**config.mk**
```make
export PLATFORM = sky130hd
export DESIGN_NAME = multi_approach_signal_ctrl_flat
export DESIGN_NICKNAME = d
export VERILOG_FILES = /design/src/rtl/multi_approach_signal_ctrl_pkg.sv /design/src/rtl/multi_approach_signal_ctrl_if.sv /design/src/rtl/multi_approach_signal_ctrl_rr_select.sv /design/src/rtl/multi_approach_signal_ctrl.sv /design/src/flat_wrapper.sv
export SDC_FILE = /design/constraint.sdc
export NUM_CORES = 1
export LEC_CHECK = 0
export ABC_AREA = 1
export BUFFER_PORTS_ARGS = -buffer_cell sky130_fd_sc_hd__buf_2
export CAP_MARGIN = 20
export CORE_ASPECT_RATIO = 2
export CORE_MARGIN = 2
export CORE_UTILIZATION = 63
export CTS_CLUSTER_SIZE = 40
export DETAILED_ROUTE_END_ITERATION = 16
export PLACE_DENSITY = 0.83
export SETUP_SLACK_MARGIN = 0.4
export SYNTH_ARGS = -nofsm -noshare
export SYNTH_HDL_FRONTEND = slang
export SYNTH_SLANG_ARGS = --single-unit
export TNS_END_PERCENT = 10
```
**constraint.sdc**
```tcl
create_clock -name clk -period 3.6 [get_ports clk]
set_input_delay 0.54 -clock clk [delete_from_list [all_inputs] [get_ports clk]]
set_output_delay 0.54 -clock clk [all_outputs]
set_load 0.02 [all_outputs]
```
**src/rtl/multi_approach_signal_ctrl_pkg.sv**
```systemverilog
// Shared types and lamp codes for the N-approach signal controller.
package sig_ctrl_pkg;

  typedef enum logic [1:0] {
    GREEN   = 2'd0,
    YELLOW  = 2'd1,
    ALL_RED = 2'd2
  } phase_t;

  localparam logic [1:0] LAMP_GREEN  = 2'b00;
  localparam logic [1:0] LAMP_YELLOW = 2'b01;
  localparam logic [1:0] LAMP_RED    = 2'b11;

endpackage

```
**src/rtl/multi_approach_signal_ctrl_if.sv**
```systemverilog
// Sensor / lamp bundle of the signal controller.
// Optional preemption inputs exist only when PREEMPT_EN is defined.
interface multi_approach_signal_ctrl_if #(
  parameter int N_APP = 4
);
  localparam int IDX_W = $clog2(N_APP);

  logic [N_APP-1:0]   sensor;
  logic [2*N_APP-1:0] light;
  logic [IDX_W-1:0]   active_idx;
  logic               phase_change;
`ifdef PREEMPT_EN
  logic               preempt;
  logic [IDX_W-1:0]   preempt_idx;
`endif

  // Controller side: consumes sensors, drives lamps.
  modport master (
    input  sensor,
`ifdef PREEMPT_EN
    input  preempt,
    input  preempt_idx,
`endif
    output light,
    output active_idx,
    output phase_change
  );

  // Environment side: drives sensors, observes lamps.
  modport slave (
    output sensor,
`ifdef PREEMPT_EN
    output preempt,
    output preempt_idx,
`endif
    input  light,
    input  active_idx,
    input  phase_change
  );

endinterface

```
**src/rtl/multi_approach_signal_ctrl_rr_select.sv**
```systemverilog
// Round-robin finder: first set request strictly after active_idx, wrapping.
module sig_rr_select #(
  parameter int N_APP = 4,
  parameter int IDX_W = 2
) (
  input  logic [N_APP-1:0] req,
  input  logic [IDX_W-1:0] active_idx,
  output logic [IDX_W-1:0] next_idx,
  output logic             any_req
);

  int   cand;
  logic found;

  // Scan offsets 1..N_APP so the current owner is considered last.
  always_comb begin
    next_idx = active_idx;
    any_req  = |req;
    found    = 1'b0;
    cand     = 0;
    for (int k = 1; k <= N_APP; k++) begin
      cand = (int'(active_idx) + k) % N_APP;
      if (!found && req[cand[IDX_W-1:0]]) begin
        next_idx = cand[IDX_W-1:0];
        found    = 1'b1;
      end
    end
  end

endmodule

```
**src/rtl/multi_approach_signal_ctrl.sv**
```systemverilog
// N-approach intersection signal controller: round-robin service of latched
// requests with min/max green, fixed yellow and all-red clearance.
// Define PREEMPT_EN to add the preempt / preempt_idx inputs on the bus.
module multi_approach_signal_ctrl
  import sig_ctrl_pkg::*;
#(
  parameter int N_APP       = 4,
  parameter int TIMER_W     = 8,
  parameter int GREEN_MIN   = 20,
  parameter int GREEN_MAX   = 60,
  parameter int YELLOW_T    = 5,
  parameter int ALLRED_T    = 2,
  parameter int DEFAULT_APP = 0
) (
  input logic                         clk,
  input logic                         rst_n,
  multi_approach_signal_ctrl_if.master bus
);

  localparam int IDX_W = $clog2(N_APP);
  localparam logic [2*N_APP-1:0] LIGHT_RST =
    ~({{(2*N_APP-2){1'b0}}, 2'b11} << (2*DEFAULT_APP));

  phase_t             phase_q, phase_d;
  logic [TIMER_W-1:0] counter_q, counter_d;
  logic [IDX_W-1:0]   active_q, active_d;
  logic [N_APP-1:0]   req_q, req_d;
  logic [2*N_APP-1:0] light_q, light_d;
  logic               pc_q, pc_d;

  logic [IDX_W-1:0]   rr_idx, target;
  logic               any_req, leave;
  logic [TIMER_W-1:0] green_cnt;
  logic [N_APP-1:0]   req_set, req_clr;
`ifdef PREEMPT_EN
  logic               preempt_hold, preempt_go;
`endif

  sig_rr_select #(.N_APP(N_APP), .IDX_W(IDX_W)) u_rr (
    .req        (req_q),
    .active_idx (active_q),
    .next_idx   (rr_idx),
    .any_req    (any_req)
  );

  // Next-state: phase sequencing, counter, request latch and lamp decode.
  always_comb begin
    phase_d   = phase_q;
    counter_d = counter_q;
    active_d  = active_q;
    pc_d      = 1'b0;
    req_clr   = '0;
    leave     = 1'b0;
    target    = any_req ? rr_idx : active_q;
    // Count including the cycle now being displayed, so limits are exact lengths.
    green_cnt = (counter_q >= TIMER_W'(GREEN_MAX)) ? counter_q : counter_q + 1'b1;
`ifdef PREEMPT_EN
    preempt_hold = bus.preempt && (bus.preempt_idx == active_q);
    preempt_go   = bus.preempt && !preempt_hold;
    if (bus.preempt) target = bus.preempt_idx;
`endif
    case (phase_q)
      GREEN: begin
        counter_d = green_cnt;
        leave = (green_cnt >= TIMER_W'(GREEN_MIN)) && any_req &&
                (!bus.sensor[active_q] || (green_cnt >= TIMER_W'(GREEN_MAX)));
`ifdef PREEMPT_EN
        if (preempt_hold)    leave = 1'b0;
        else if (preempt_go) leave = 1'b1;
`endif
        if (leave) begin
          phase_d   = YELLOW;
          counter_d = '0;
        end
      end
      YELLOW: begin
        if (counter_q == TIMER_W'(YELLOW_T - 1)) begin
          phase_d   = ALL_RED;
          counter_d = '0;
        end else begin
          counter_d = counter_q + 1'b1;
        end
      end
      ALL_RED: begin
        if (counter_q == TIMER_W'(ALLRED_T - 1)) begin
          phase_d   = GREEN;
          counter_d = '0;
          active_d  = target;
          pc_d      = 1'b1;
          req_clr   = N_APP'(1) << target;
        end else begin
          counter_d = counter_q + 1'b1;
        end
      end
      default: begin
        // Unreachable encoding: recover through a clearance interval.
        phase_d   = ALL_RED;
        counter_d = '0;
      end
    endcase

    req_set = bus.sensor & ~(N_APP'(1) << active_q);
    req_d   = (req_q | req_set) & ~req_clr;

    light_d = '1;
    for (int i = 0; i < N_APP; i++) begin
      if (phase_d != ALL_RED && IDX_W'(i) == active_d)
        light_d[2*i +: 2] = (phase_d == GREEN) ? LAMP_GREEN : LAMP_YELLOW;
    end
  end

  // State and registered outputs.
  always_ff @(posedge clk or negedge rst_n) begin
    if (!rst_n) begin
      phase_q   <= GREEN;
      counter_q <= '0;
      active_q  <= IDX_W'(DEFAULT_APP);
      req_q     <= '0;
      light_q   <= LIGHT_RST;
      pc_q      <= 1'b0;
    end else begin
      phase_q   <= phase_d;
      counter_q <= counter_d;
      active_q  <= active_d;
      req_q     <= req_d;
      light_q   <= light_d;
      pc_q      <= pc_d;
    end
  end

  assign bus.light        = light_q;
  assign bus.active_idx   = active_q;
  assign bus.phase_change = pc_q;

endmodule
```
**src/flat_wrapper.sv**
```systemverilog
// flat-port wrapper written by rule: the top's interface ports become plain ports
module multi_approach_signal_ctrl_flat import sig_ctrl_pkg::*;
#(
  parameter int N_APP       = 4,
  parameter int TIMER_W     = 8,
  parameter int GREEN_MIN   = 20,
  parameter int GREEN_MAX   = 60,
  parameter int YELLOW_T    = 5,
  parameter int ALLRED_T    = 2,
  parameter int DEFAULT_APP = 0
)
  (clk, rst_n, bus_sensor, bus_light, bus_active_idx, bus_phase_change);
  multi_approach_signal_ctrl_if #(.N_APP(N_APP)) bus_i ();
  input logic clk;
  input logic rst_n;
  input wire logic [$bits(bus_i.sensor)-1:0] bus_sensor;
  output wire logic [$bits(bus_i.light)-1:0] bus_light;
  output wire logic [$bits(bus_i.active_idx)-1:0] bus_active_idx;
  output wire logic [$bits(bus_i.phase_change)-1:0] bus_phase_change;
  assign bus_i.sensor = bus_sensor;
  assign bus_light = bus_i.light;
  assign bus_active_idx = bus_i.active_idx;
  assign bus_phase_change = bus_i.phase_change;
  multi_approach_signal_ctrl #(.N_APP(N_APP), .TIMER_W(TIMER_W), .GREEN_MIN(GREEN_MIN), .GREEN_MAX(GREEN_MAX), .YELLOW_T(YELLOW_T), .ALLRED_T(ALLRED_T), .DEFAULT_APP(DEFAULT_APP)) u_core (.clk(clk), .rst_n(rst_n), .bus(bus_i));
endmodule
```
======== Word-level counts from Yosys, hierarchy flattened ========
Cells that the tools add are included.
storage, ports and cells
  register bits after elaboration ......... 25
  input port bits ......................... 6
  output and inout port bits .............. 11
cells by class
  add/sub/neg operators ................... 5
  $lt $le $gt $ge ......................... 8
  eq/ne operators ......................... 8
  shift-type cells ........................ 2
  muxes and demuxes ....................... 38
  bitwise logic cells ..................... 5
  reductions and logical operators ........ 18
operators by type and width
  cell                                                  count
  two-way mux 8 bit                                     4
  two-way mux 2 bit                                     14
  case mux 8 bit (3 select lines)                       1
  >= comparator 8 x 6 -> 1 bit (second input constant)  2
  < comparator 2 x 3 -> 1 bit (second input constant)   5
  two-way mux 1 bit                                     11
  binary-select mux 1 bit (select 2 bit)                5
  logical AND 1 bit                                     9
  adder 8 x 1 -> 8 bit (second input constant)          1
  bitwise AND 4 bit                                     2
  == test 8 x 1 -> 1 bit (second input constant)        1
  == test 8 x 3 -> 1 bit (second input constant)        1
  >= comparator 8 x 5 -> 1 bit (second input constant)  1
  two-way mux 4 bit                                     2
  inverter 4 bit                                        2
  << shifter 1 x 2 -> 4 bit (first input constant)      2
  zero test 2 bit                                       3
  case mux 2 bit (3 select lines)                       1
  adder 2 x 1 -> 2 bit (second input constant)          2
  adder 2 bit (second input constant)                   2
  == test 2 bit (first input constant)                  2
  zero test 1 bit                                       4
  bitwise OR 4 bit                                      1
  OR reduction 4 bit                                    1
  other kinds (5)                                       5

======== Logic depth before layout (Yosys ltp) ========
  depth after elaboration ................. 19
  gate-level depth with buffers ........... 15

======== Cells and area by module ========
Synthesis repeated with hierarchy kept, for this count alone.
unflattened totals
  cell total of the unflattened synthesis .. 224
  area, all modules ....................... 1657.8 um^2
modules (own cells, without submodules)
  module                      instances  cells an instance  area each (um^2)  sequential area each (um^2)
  multi_approach_signal_ctrl  1          180                1403.8            633.1
  sig_rr_select               1          44                 254.0             0.0

======== Least setup slack after synthesis ========
No wires, ideal clock.
  path kind ............................... register to register
  start point ............................. reg u_core.active_q[0] (netlist: u_core.bus.active_idx[0])
  end point ............................... reg u_core.light_q[0] (netlist: u_core.bus.light[0])
  arrival ................................. 1888 ps
  data required time ...................... 3467 ps
  setup slack ............................. 1579 ps
  cell stages (with the launch flop) ...... 16
  path buffers ............................ 1
  period minus slack after synthesis ...... 2021 ps
  cell sequence ........................... dfrtp_1 -> buf_4 -> inv_4 -> ha_1 -> inv_1 -> nand3_2 -> nand2_2 -> inv_2 -> nand3_1 -> nand2_1 -> nand2_2 -> nand2_2 -> nand2_2 -> inv_2 -> nor2_2 -> nand4_1
between the ends
  longest elaborated chain between the ends .. 19
RTL lines
  item                                     line                                        source
  start: declaration                       multi_approach_signal_ctrl.sv:26            logic [IDX_W-1:0] active_q, active_d;
  start signal: assignment                 multi_approach_signal_ctrl.sv:117           active_q <= IDX_W'(DEFAULT_APP);
  start signal: assignment                 multi_approach_signal_ctrl.sv:124           active_q <= active_d;
  adder 2 x 1 -> 2 bit                     multi_approach_signal_ctrl_rr_select.sv:22  cand = (int'(active_idx) + k) % N_APP;
  binary-select mux 1 bit (select 2 bit)   multi_approach_signal_ctrl_rr_select.sv:23  if (!found && req[cand[IDX_W-1:0]]) begin
  two-way mux 1 bit (implied by the code)  multi_approach_signal_ctrl_rr_select.sv:23
  two-way mux 1 bit                        multi_approach_signal_ctrl_rr_select.sv:23
  zero test 1 bit                          multi_approach_signal_ctrl_rr_select.sv:23
  logical AND 1 bit                        multi_approach_signal_ctrl_rr_select.sv:23
  two-way mux 1 bit                        multi_approach_signal_ctrl_rr_select.sv:23
  zero test 1 bit                          multi_approach_signal_ctrl_rr_select.sv:23
  [5 not listed]                           --
  two-way mux 2 bit                        multi_approach_signal_ctrl.sv:54            target = any_req ? rr_idx : active_q;
  two-way mux 2 bit                        multi_approach_signal_ctrl.sv:85            if (counter_q == TIMER_W'(ALLRED_T - 1)) begin
  two-way mux 2 bit (*)                    multi_approach_signal_ctrl.sv:62            case (phase_q)
  via u_core.active_d[0]                   multi_approach_signal_ctrl.sv:26
  zero test 2 bit (*)                      multi_approach_signal_ctrl.sv:107           if (phase_d != ALL_RED && IDX_W'(i) == active_d)
  logical AND 1 bit (*)                    multi_approach_signal_ctrl.sv:107
  two-way mux 2 bit (*)                    multi_approach_signal_ctrl.sv:107
  via u_core.light_d[0]                    multi_approach_signal_ctrl.sv:28            logic [2*N_APP-1:0] light_q, light_d;
  end signal: assignment                   multi_approach_signal_ctrl.sv:126           light_q <= light_d;
  end: declaration                         multi_approach_signal_ctrl.sv:28
Mark *: on every way through the listed nets, which the timed path passes. The rest lies on a longest branch. The select of a mux whose other input is x is not followed.

======== Worst setup path in the final report ========
  start point ............................. reg u_core.active_q[0] (netlist: u_core.bus.active_idx[0])
  end point ............................... reg u_core.light_q[6] (netlist: u_core.bus.light[6])
between the ends
  longest elaborated chain between the ends .. 19
RTL lines
  item                                     line
  adder 2 x 1 -> 2 bit                     multi_approach_signal_ctrl_rr_select.sv:22
  binary-select mux 1 bit (select 2 bit)   multi_approach_signal_ctrl_rr_select.sv:23
  two-way mux 1 bit (implied by the code)  multi_approach_signal_ctrl_rr_select.sv:23
  two-way mux 1 bit                        multi_approach_signal_ctrl_rr_select.sv:23
  zero test 1 bit                          multi_approach_signal_ctrl_rr_select.sv:23
  logical AND 1 bit                        multi_approach_signal_ctrl_rr_select.sv:23
  two-way mux 1 bit                        multi_approach_signal_ctrl_rr_select.sv:23
  zero test 1 bit                          multi_approach_signal_ctrl_rr_select.sv:23
  [4 not listed]                           --
  two-way mux 2 bit                        multi_approach_signal_ctrl_rr_select.sv:23
  two-way mux 2 bit                        multi_approach_signal_ctrl.sv:54
  two-way mux 2 bit                        multi_approach_signal_ctrl.sv:85
  two-way mux 2 bit                        multi_approach_signal_ctrl.sv:62
  == test 2 bit                            multi_approach_signal_ctrl.sv:107
  logical AND 1 bit                        multi_approach_signal_ctrl.sv:107
  two-way mux 2 bit (*)                    multi_approach_signal_ctrl.sv:107
  via u_core.light_d[6]                    multi_approach_signal_ctrl.sv:28
Marked as above.

==> results.toml <==
[run_status]
status = "completed"

[clock_tree]
cts_buffers = 3
htree_levels = 1
cts_hold_buf = 0
clock-root-buffer = "clkbuf_8"
clock_latency_ns = 0.28
clk_pin_slew_worst_paths_ns = 0.09
tritoncts = "yes"
cts_resized = 0
clockBufferDepth = 2
cts.sinks = 25
post-cts-setup-buffers = 0

[layout]
antennaDiodeCount = 0
stdcell_count = 274
stdcell_area_mm2 = 0.001882
nNetsFinal = 259
final_common_cell = "nand2_1"
final_cell_mix = "nand2_1, inv_1, nand3_1"
drive_above_1_share_pct = 28.57
syn_to_final_growth_pct = 7.275

[detailed_routing]
num_vias = 1519
drtIter0Drc = 44
postRouteAntennaNets = 0
vias_per_cell = 5.544
drt-total-wl_um = 3840
wl_per_cell_um = 14.01
drc = 0
first_pass_iters = 4

[placement]
dpl.hpwl_um = 3059
place.gp.congestion = 0.8354
placed_cells = 270
placed_area_mm2 = 0.001833
port_buffers = 16

[timing]
setup_viol = 0
fin_setup_tns_ns = 0
hold_viol = 0
period_minus_slack_ns = 2.242
drv_slew = 0
rsz0062_at_grt = "false"
slew_headroom_pct = 62.70
worst_slew_pin_slew_ns = 0.5595
fmaxAchievable_mhz = 446.0
clock_skew_ns = 0.008050
period_share_pct = 62.28

[yosys]
synth_top_area_share_pct = 27.10
synth_fp_nets = 242
ys_top_cells_by_area = "dfrtp_1, nand2_1, dfstp_2"
syn_inst = 229
ys_seq_area_share_pct = 36.09
syn_area_mm2 = 0.001754
synth_area_per_cell_um2 = 7.660
synth_top_cell_by_area = "dfrtp_1"
synth_cell_types = 30
synth-seq-cells = 25
ys.warnings.count = 0

[flow_run]
drv_cap = 0

[setup_path]
critPathKind = "reg -> reg"
critPathCaptureType = "flop"
crit_arrival_ns = 2.44
r2r_cells = 12
required_ns = 3.80
path_max_fanout = 12
crit_path_start_kind = "flop"

[floorplanning]
num_rows = 27
die_w_um = 41.31
start_util_pct = 64.91
coreArea_mm2 = 0.002703
die_area_mm2 = 0.003248
ios = 17
die_h_um = 78.63

[grt]
grt_pass1_vias = 1453
grt_antenna_before_repair = 0
grt_max_degree = 26
grt_pass1_wl_um = 6203
track_usage_pct = 27.64
gr-total-overflow = 0

[power]
power_density_mw_per_mm2 = 800.7
p_leak_nw = 0.9822
vdd_ir_drop_max_v = 0.0004592

[worst_hold_path]
hold_path_class = "in -> async"
## cells in the mapped netlist
cell / n
inv_4: 1
a21oi_4: 1
nand2_1: 62
a21oi_1: 7
buf_4: 2
nor2_1: 12
nand3_2: 5
o21ai_1: 1
o21ai_4: 1
nand2_4: 3
xor2_1: 2
dfrtp_1: 19
nor3_1: 1
dfstp_2: 6
nand2_2: 15
o21ai_2: 1
a31oi_1: 1
clkinv_1: 1
inv_1: 25
clkinv_2: 1
nand4_1: 10
buf_6: 2
o21ai_0: 5
nand3_1: 22
inv_2: 7
nand3_4: 1
ha_1: 7
nor2_4: 3
nor2_2: 4
nor4_4: 1
## cell type report
| cell class | instances | area [um^2] |
|---|---|---|
| timing repair buffer | 16 | 80.08 |
| fill | 229 | 820.8 |
| inverter | 35 | 135.1 |
| clock buffer | 3 | 41.29 |
| tap | 29 | 36.28 |
| clock inverter | 1 | 7.507 |
| sequential | 25 | 633.1 |
| multi-input combinational | 165 | 948.4 |
## flip-flops by register name, indices dropped and copies added, names as in the netlist
| signal | cells |
|---|---|
| u_core.counter_q | 8 |
| u_core.req_q | 4 |
| u_core.phase_q | 2 |
| u_core.bus.active_idx | 2 |
| u_core.bus.light | 8 |
| u_core.bus.phase_change | 1 |
## where the power goes
part,switching [mW],internal (mW)
combinational,0.574,0.270
sequential,0.105,0.385
clock,0.0936,0.0786
total,0.773,0.734
## per-layer routing
metal | wire length (um) | vias to the layer above | global-route usage (%)
met2 | 2308 | 32 | 52.50
met4 | 105 | 0 | 12.26
met5 | 0 | - | 0
met1 | 1323 | 722 | 25.70
met3 | 103 | 9 | 2.542
li1 | - | 756 | -
## logic make-up after synthesis
kind of cell	share of synthesized area [%]
buf+inv	9.843
fa+ha+maj	4.993
xor+xnor	0.9988
simple gates	41.65
flops	36.09
compound gates	6.420
## worst max-delay path, cell delays in order (launching register included)
cell     delay [ns]
dfrtp_1        0.61
inv_4          0.12
ha_1           0.38
inv_1          0.11
nand3_1        0.08
nand2_1        0.11
nand3_1        0.11
nand2_1        0.09
nand2_2        0.07
nand2_2        0.08
nand2_2        0.08
nor2_1         0.18
nand4_1        0.12
## path summary, 6_finish.rpt
| kind | start | end | slack, ns |
|---|---|---|---|
| worst max-delay path | u_core.bus.active_idx[0] | u_core.bus.light[6] | 1.36 |
| worst min-delay path | rst_n | u_core.phase_q[1] | 0.24 |
| worst max register to register | u_core.bus.active_idx[0] | u_core.bus.light[6] | 1.36 |
| worst min register to register | u_core.counter_q[7] | u_core.counter_q[7] | 0.60 |
| max in group asynchronous | rst_n | u_core.req_q[2] | 2.98 |
| min in group clk | u_core.counter_q[7] | u_core.counter_q[7] | 0.60 |
## metrics by stage
stage	hold WS [ns]	power (mW)	util, %	setup slack, ns
after floorplan	0.2444	1.165	-	1.579
after global placement	0.5571	1.306	67.82	1.527
after detailed placement	0.5669	1.336	67.82	1.433
after CTS	0.2688	1.513	69.63	1.408
after global routing	0.2850	1.637	69.63	1.247
final	0.2405	1.507	69.63	1.358
(Power assumes the default switching activity.)
